File: src/rtl/gemm_cmd_sequencer.sv
// -----------------------------------------------------------------------------
// gemm_cmd_sequencer
//
// Queues GEMM commands from a host-side source and issues them one at a time
// to the gemm_processor datapath. Each queued entry runs (repeat + 1) times;
// opcode 00 entries are NOPs that only retire. A retired-execution count and
// a sticky error flag are exported for LEDs and the bench.
//
// Optional feature macro: GEMM_SEQ_TIMEOUT_EN
//   Defined     : watchdog aborts an entry stuck in WAIT for TIMEOUT cycles.
//   Not defined : WAIT waits indefinitely; no watchdog logic.
//
// Ports:
//   clk        system clock
//   reset      asynchronous, active-high reset
//   in_valid   host command valid
//   in_ready   FIFO can accept an entry
//   in_cmd     command word, [CMD_W-1:CMD_W-2] = opcode, 00 = NOP
//   in_repeat  extra executions (entry runs in_repeat+1 times)
//   flush      drop all queued entries (in-flight command continues)
//   eng_cmd    command presented to gemm_processor
//   eng_start  one-cycle start pulse
//   eng_done   one-cycle completion pulse from the engine
//   busy       FSM not idle or FIFO non-empty
//   retired    count of completed executions, wraps at 16 bits
//   error      sticky fault flag
// -----------------------------------------------------------------------------
module gemm_cmd_sequencer #(
  parameter int DEPTH   = 8,
  parameter int CMD_W   = 8,
  parameter int TIMEOUT = 1024
) (
  input  logic             clk,
  input  logic             reset,
  input  logic             in_valid,
  output logic             in_ready,
  input  logic [CMD_W-1:0] in_cmd,
  input  logic [3:0]       in_repeat,
  input  logic             flush,
  output logic [CMD_W-1:0] eng_cmd,
  output logic             eng_start,
  input  logic             eng_done,
  output logic             busy,
  output logic [15:0]      retired,
  output logic             error
);

  localparam int AW = $clog2(DEPTH);
  localparam int EW = CMD_W + 4;

  // Elaboration-time sanity check of the configuration.
  if (DEPTH < 2 || (DEPTH & (DEPTH - 1)) != 0 || TIMEOUT < 1) begin : g_bad_cfg
    $error("gemm_cmd_sequencer: DEPTH must be a power of two >= 2, TIMEOUT >= 1");
  end

  typedef enum logic [1:0] {
    S_IDLE  = 2'd0,
    S_LOAD  = 2'd1,
    S_ISSUE = 2'd2,
    S_WAIT  = 2'd3
  } state_t;

  state_t           state_q, state_d;
  logic [EW-1:0]    mem_q [DEPTH];
  logic [AW-1:0]    wr_ptr_q, rd_ptr_q;
  logic [AW:0]      count_q;
  logic [CMD_W-1:0] cur_cmd_q, cur_cmd_d;
  logic [3:0]       cur_rep_q, cur_rep_d;
  logic [15:0]      retired_q, retired_d;
  logic             error_q, error_d;
  logic             start_q, start_d;

  logic             fifo_empty_s;
  logic             wr_en_s;
  logic             pop_s;
  logic [EW-1:0]    head_s;
  logic [CMD_W-1:0] head_cmd_s;
  logic [3:0]       head_rep_s;
  logic             head_nop_s;

  assign fifo_empty_s = (count_q == '0);
  assign in_ready     = (count_q != (AW+1)'(DEPTH));
  // flush wins over a simultaneous write: the written entry is dropped.
  assign wr_en_s      = in_valid && in_ready && !flush;
  assign head_s       = mem_q[rd_ptr_q];
  assign head_cmd_s   = head_s[EW-1:4];
  assign head_rep_s   = head_s[3:0];
  assign head_nop_s   = (head_cmd_s[CMD_W-1 -: 2] == 2'b00);

  // Command storage; contents need no reset, occupancy is tracked by pointers.
  always_ff @(posedge clk) begin
    if (wr_en_s) begin
      mem_q[wr_ptr_q] <= {in_cmd, in_repeat};
    end
  end

  // FIFO pointers and occupancy; a pop in the flush cycle still used the head.
  always_ff @(posedge clk or posedge reset) begin
    if (reset) begin
      wr_ptr_q <= '0;
      rd_ptr_q <= '0;
      count_q  <= '0;
    end else if (flush) begin
      wr_ptr_q <= '0;
      rd_ptr_q <= '0;
      count_q  <= '0;
    end else begin
      if (wr_en_s) begin
        wr_ptr_q <= wr_ptr_q + AW'(1);
      end
      if (pop_s) begin
        rd_ptr_q <= rd_ptr_q + AW'(1);
      end
      count_q <= count_q + (AW+1)'(wr_en_s) - (AW+1)'(pop_s);
    end
  end

`ifdef GEMM_SEQ_TIMEOUT_EN
  localparam int TW = $clog2(TIMEOUT + 1);
  logic [TW-1:0] wdog_q, wdog_d;

  // Watchdog counter for cycles spent in WAIT.
  always_ff @(posedge clk or posedge reset) begin
    if (reset) begin
      wdog_q <= '0;
    end else begin
      wdog_q <= wdog_d;
    end
  end
`endif

  // FSM state and datapath registers.
  always_ff @(posedge clk or posedge reset) begin
    if (reset) begin
      state_q   <= S_IDLE;
      cur_cmd_q <= '0;
      cur_rep_q <= 4'd0;
      retired_q <= 16'd0;
      error_q   <= 1'b0;
      start_q   <= 1'b0;
    end else begin
      state_q   <= state_d;
      cur_cmd_q <= cur_cmd_d;
      cur_rep_q <= cur_rep_d;
      retired_q <= retired_d;
      error_q   <= error_d;
      start_q   <= start_d;
    end
  end

  // Next-state logic; start_d is raised on every transition into ISSUE so the
  // registered start pulse coincides exactly with the ISSUE cycle.
  always_comb begin
    state_d   = state_q;
    cur_cmd_d = cur_cmd_q;
    cur_rep_d = cur_rep_q;
    retired_d = retired_q;
    error_d   = error_q;
    start_d   = 1'b0;
    pop_s     = 1'b0;
`ifdef GEMM_SEQ_TIMEOUT_EN
    wdog_d    = wdog_q;
`endif

    // A completion pulse is only meaningful while waiting for one.
    if (eng_done && (state_q != S_WAIT)) begin
      error_d = 1'b1;
    end else begin
      error_d = error_q;
    end

    case (state_q)
      S_IDLE: begin
        if (!fifo_empty_s && !flush) begin
          state_d = S_LOAD;
        end else begin
          state_d = S_IDLE;
        end
      end

      S_LOAD: begin
        if (!fifo_empty_s) begin
          pop_s     = 1'b1;
          cur_rep_d = head_rep_s;
          if (head_nop_s) begin
            retired_d = retired_q + 16'(head_rep_s) + 16'd1;
            state_d   = S_IDLE;
          end else begin
            cur_cmd_d = head_cmd_s;
            start_d   = 1'b1;
            state_d   = S_ISSUE;
          end
        end else begin
          // Queue was flushed underneath us.
          state_d = S_IDLE;
        end
      end

      S_ISSUE: begin
        state_d = S_WAIT;
`ifdef GEMM_SEQ_TIMEOUT_EN
        wdog_d  = '0;
`endif
      end

      S_WAIT: begin
        if (eng_done) begin
          retired_d = retired_q + 16'd1;
          if (cur_rep_q != 4'd0) begin
            cur_rep_d = cur_rep_q - 4'd1;
            start_d   = 1'b1;
            state_d   = S_ISSUE;
          end else if (!fifo_empty_s && !flush) begin
            state_d = S_LOAD;
          end else begin
            state_d = S_IDLE;
          end
`ifdef GEMM_SEQ_TIMEOUT_EN
        end else if (wdog_q == TW'(TIMEOUT - 1)) begin
          // Abort the entry: remaining repeats discarded, nothing retired.
          error_d   = 1'b1;
          cur_rep_d = 4'd0;
          if (!fifo_empty_s && !flush) begin
            state_d = S_LOAD;
          end else begin
            state_d = S_IDLE;
          end
        end else begin
          wdog_d  = wdog_q + TW'(1);
          state_d = S_WAIT;
        end
`else
        end else begin
          state_d = S_WAIT;
        end
`endif
      end

      default: begin
        state_d = S_IDLE;
      end
    endcase
  end

  assign eng_cmd   = cur_cmd_q;
  assign eng_start = start_q;
  assign busy      = (state_q != S_IDLE) || !fifo_empty_s;
  assign retired   = retired_q;
  assign error     = error_q;

endmodule

File: config.mk
export PLATFORM = sky130hd
export DESIGN_NAME = gemm_cmd_sequencer
export DESIGN_NICKNAME = d
export VERILOG_FILES = /design/src/rtl/gemm_cmd_sequencer.sv
export SDC_FILE = /design/constraint.sdc
export NUM_CORES = 1
export LEC_CHECK = 0
export CAP_MARGIN = 40
export CORE_ASPECT_RATIO = 0.6
export CORE_MARGIN = 4
export CORE_UTILIZATION = 60
export DETAILED_ROUTE_END_ITERATION = 6
export MAX_ROUTING_LAYER = met4
export PLACE_DENSITY = 0.92
export SLEW_MARGIN = 20
export SYNTH_ARGS = -nofsm -noshare
export SYNTH_HDL_FRONTEND = slang
export SYNTH_SLANG_ARGS = --single-unit
File: constraint.sdc
create_clock -name clk -period 6.2 [get_ports clk]
set_input_delay 1.24 -clock clk [delete_from_list [all_inputs] [get_ports clk]]
set_output_delay 1.24 -clock clk [all_outputs]
set_load 0.02 [all_outputs]
==> impl_metrics.yaml <==
run_status:
  outcome: "complete, no violations"
clocking:
  cts_buffers: 17
  cts_buffer_depth: 2
  cts_setup_buffers: 0
  clk_pin_slew_worst_paths_ns: 0.06
  cts_resized: 0
  cts_sinks: 138
  clock_latency_ns: 0.42
  htreeDepth: 4
  root_buffer: "clkbuf_16"
  ctsHoldBuffers: 0
  cts_tree: "done"
grt:
  met2_usage_pct: 37.5
  grt_usage_pct: 25.3
  grt_pass1_vias: 3699
  gr-total-overflow: 0
  gr-usage-met1_pct: 34.1
  gr-max-usage-layer: "met2"
  grt_use_met3_pct: 7.41
  antenna_found_initial: 0
  grt_first_pass_wirelength_um: 20900
  grt_max_degree: 43
place:
  place_ws_ns: 2.55
  dp_hpwl_um: 8070
  post_dp_cell_area_sq_um: 6600
  gp_congestion: 0.856
  dp_cells: 557
  port_buffers: 44
logic_synthesis:
  synth.cell_area_sq_um: 5990
  synth-edff-count: 96
  ys.flop_type: "edfxtp_1"
  synth_cell_type_count: 50
  ys_async_sr_fraction_pct: 30.4
  syn-num-nets: 421
  syn_inst: 388
  ys_ff_latch: 138
  synth_top_cell_area_share_pct: 48.2
  yosys-top-cells-area: "edfxtp_1 (48%), dfrtp_1 (18%), mux4_2 (9.0%), ha_1 (2.9%), xor2_1 (2.2%)"
  syn_area_per_cell_sq_um: 15.4
  synth_top_area_cell: "edfxtp_1"
  ys.warnings.count: 0
  ys_seq_area_share_pct: 65.7
pwr:
  power.net_switching_mw: 1.14
  p_total_mw: 3.40
  p_comb_share_pct: 33.0
  ir_drop_mv: 0.339
  intPower_mw: 2.26
  leakagePower_nw: 2.65
  seqPwrFrac_pct: 36.2
  clockPowerShare_pct: 30.8
  switching_share_pct: 33.6
  powerDensity_nw_per_um2: 470
timing:
  worst_pin_slew_ns: 0.763
  timing.hold.ws_ns: 0.471
  period_share_pct: 61.1
  relSlewSlack_pct: 48.9
  fin_setup_tns_ns: 0
  worst_slack_ns: 2.41
  post-route-min-period_ns: 3.79
  rsz0062_at_grt: "false"
  fmax_ghz: 0.264
  finClkSkew_ns: 0.00921
  maxSlewViolCount: 0
  setup_viol: 0
  hold_viol: 0
cells_and_area:
  final-instance-count-excl-fill: 592
  drive_gt1_share_pct: 19.0
  nets: 482
  fin_area_sq_um: 7240
  fillCellCount: 487
  diodes: 0
  synthToLayoutAreaGrowth_pct: 20.9
  final_util_pct: 76.5
floorplan:
  dieArea_sq_um: 11700
  initial_utilization_pct: 63.3
  ios: 45
  die_h_um: 85.4
  die_width_um: 137
  rows: 27
  coreArea_sq_um: 9460
drt:
  routed_wirelength_um: 13400
  drc: 0
  vias_per_cell: 6.26
  avgRoutedWirePerCell_um: 22.7
  first_pass_iters: 6
  via_count: 3704
  postRouteAntennaNets: 0
  drt_first_iter_violations: 489
critical_path:
  reg2reg_depth: 9
  startpoint: "rd_ptr_q[0]$_DFFE_PP0P_"
  worstPathArrival_ns: 4.06
  slowest_stage: "dfrtp_1"
  critical_path.max_stage_delay_ns: 0.80
  rr_endpoint: "retired[13]$_DFFE_PP0P_"
  reg2reg_setup_slack_ns: 2.41
  r2r_start: "rd_ptr_q[0]$_DFFE_PP0P_"
  critPathLaunchType: "flip-flop"
  path_cells: "buf_4, mux4_2, mux2_2, ha_1, o21a_1, o31a_1, o31ai_2, nor4_1, xor2_1"
  worstPathRequired_ns: 6.47
  path_class: "reg2reg"
  path_max_fanout: 15
  critPathCaptureType: "flip-flop"
min_path:
  holdPathStages: 1
  holdCritStartpoint: "retired[15]$_DFFE_PP0P_"
  worstHoldEndpoint: "retired[15]$_DFFE_PP0P_"
  min_path_type: "reg2reg"
job:
  cap_violations: 0
[critical path: cells and delay by family, from the launching register on]
kind                     cells  cell delay, ns
AO/OA/AOI/OAI                3            0.87
XOR/XNOR                     1            0.19
adder cells (fa/ha/maj)      1            0.31
buffers and inverters        1            0.42
flip-flops                   1            0.80
multiplexers                 2            0.85
AND/OR/NAND/NOR              1            0.19
[flip-flops by register name (all words and copies together) (netlist names)]
register   flops
retired       16
mem_q         96
cur_rep_q      4
eng_start      1
error          1
wr_ptr_q       3
state_q        2
count_q        4
rd_ptr_q       3
eng_cmd        8
[area by class of cell]
cell class / instances / area, sq um / share of cell area, %
Sequential cell: 138 / 3930 / 54.4
Multi-Input combinational cell: 219 / 1920 / 26.5
Timing Repair Buffer: 60 / 566 / 7.81
Clock buffer: 19 / 433 / 5.98
Clock inverter: 13 / 176 / 2.44
Tap cell: 130 / 163 / 2.25
Inverter: 13 / 48.8 / 0.674
[worst max path at each step]
stage                              endpoint  slack [ns]  cells after the start
floorplan           retired[15]$_DFFE_PP0P_        3.12                     11
global placement      mem_q[2][0]$_DFFE_PP_        2.52                      3
detailed placement  retired[15]$_DFFE_PP0P_        2.55                      9
CTS                 retired[15]$_DFFE_PP0P_        2.47                      9
global route        retired[13]$_DFFE_PP0P_        2.21                      9
finish              retired[13]$_DFFE_PP0P_        2.41                      9
[synthesized netlist by cell type (8+ instances only)]
cell,instances
a21oi_1,13
clkbuf_1,8
dfrtp_1,42
edfxtp_1,96
ha_1,14
inv_1,12
mux2i_1,10
mux4_2,24
nand2_1,18
nand3_1,9
nor2_1,27
o21ai_0,16
xor2_1,15
[power by group through the flow]
stage	Clock, mW	Sequential, mW	Combinational [mW]
6_report	1.05	1.23	1.12
4_1_cts	1.05	1.23	1.10
5_1_grt	1.10	1.25	1.21
2_1_floorplan	0	1.25	0.718
3_3_place_gp	0	1.23	1.00
3_5_place_dp	0	1.24	1.05
[cell families after synthesis]
family | after synthesis | share of synthesized area (%)
buffers and inverters | 31 | 2.26
AND/OR/NAND/NOR | 95 | 8.53
flip-flops | 138 | 65.7
XOR/XNOR | 19 | 2.78
multiplexers | 38 | 11.8
AO/OA/AOI/OAI | 51 | 5.29
adder cells (fa/ha/maj) | 16 | 3.60
[routing by layer]
metal / vias up / routed length [um]
met4: 0 / 314
li1: 1589 / -
met2: 228 / 6390
met1: 1834 / 5440
met3: 53 / 1290
met5: - / 0
[placed cells by master, fill, tap and decap left out, types with 3 or more instances in the layout]
cell,count
edfxtp_1,96
clkdlybuf4s50_1,44
dfrtp_1,42
nor2_1,27
mux4_2,24
nand2_1,18
clkbuf_16,17
o21ai_0,16
xor2_1,15
ha_1,14
a21oi_1,13
buf_4,13
inv_1,11
mux2i_1,10
nand3_1,9
nor3_2,6
nand2b_1,5
nor4_1,5
nor2b_1,4
nand4_1,4
xnor2_1,4
clkinv_2,4
bufinv_16,4
and2_1,3
a22o_1,3
o21ai_1,3
a21o_1,3
nor3_1,3
(Power assumes the default switching activity.)
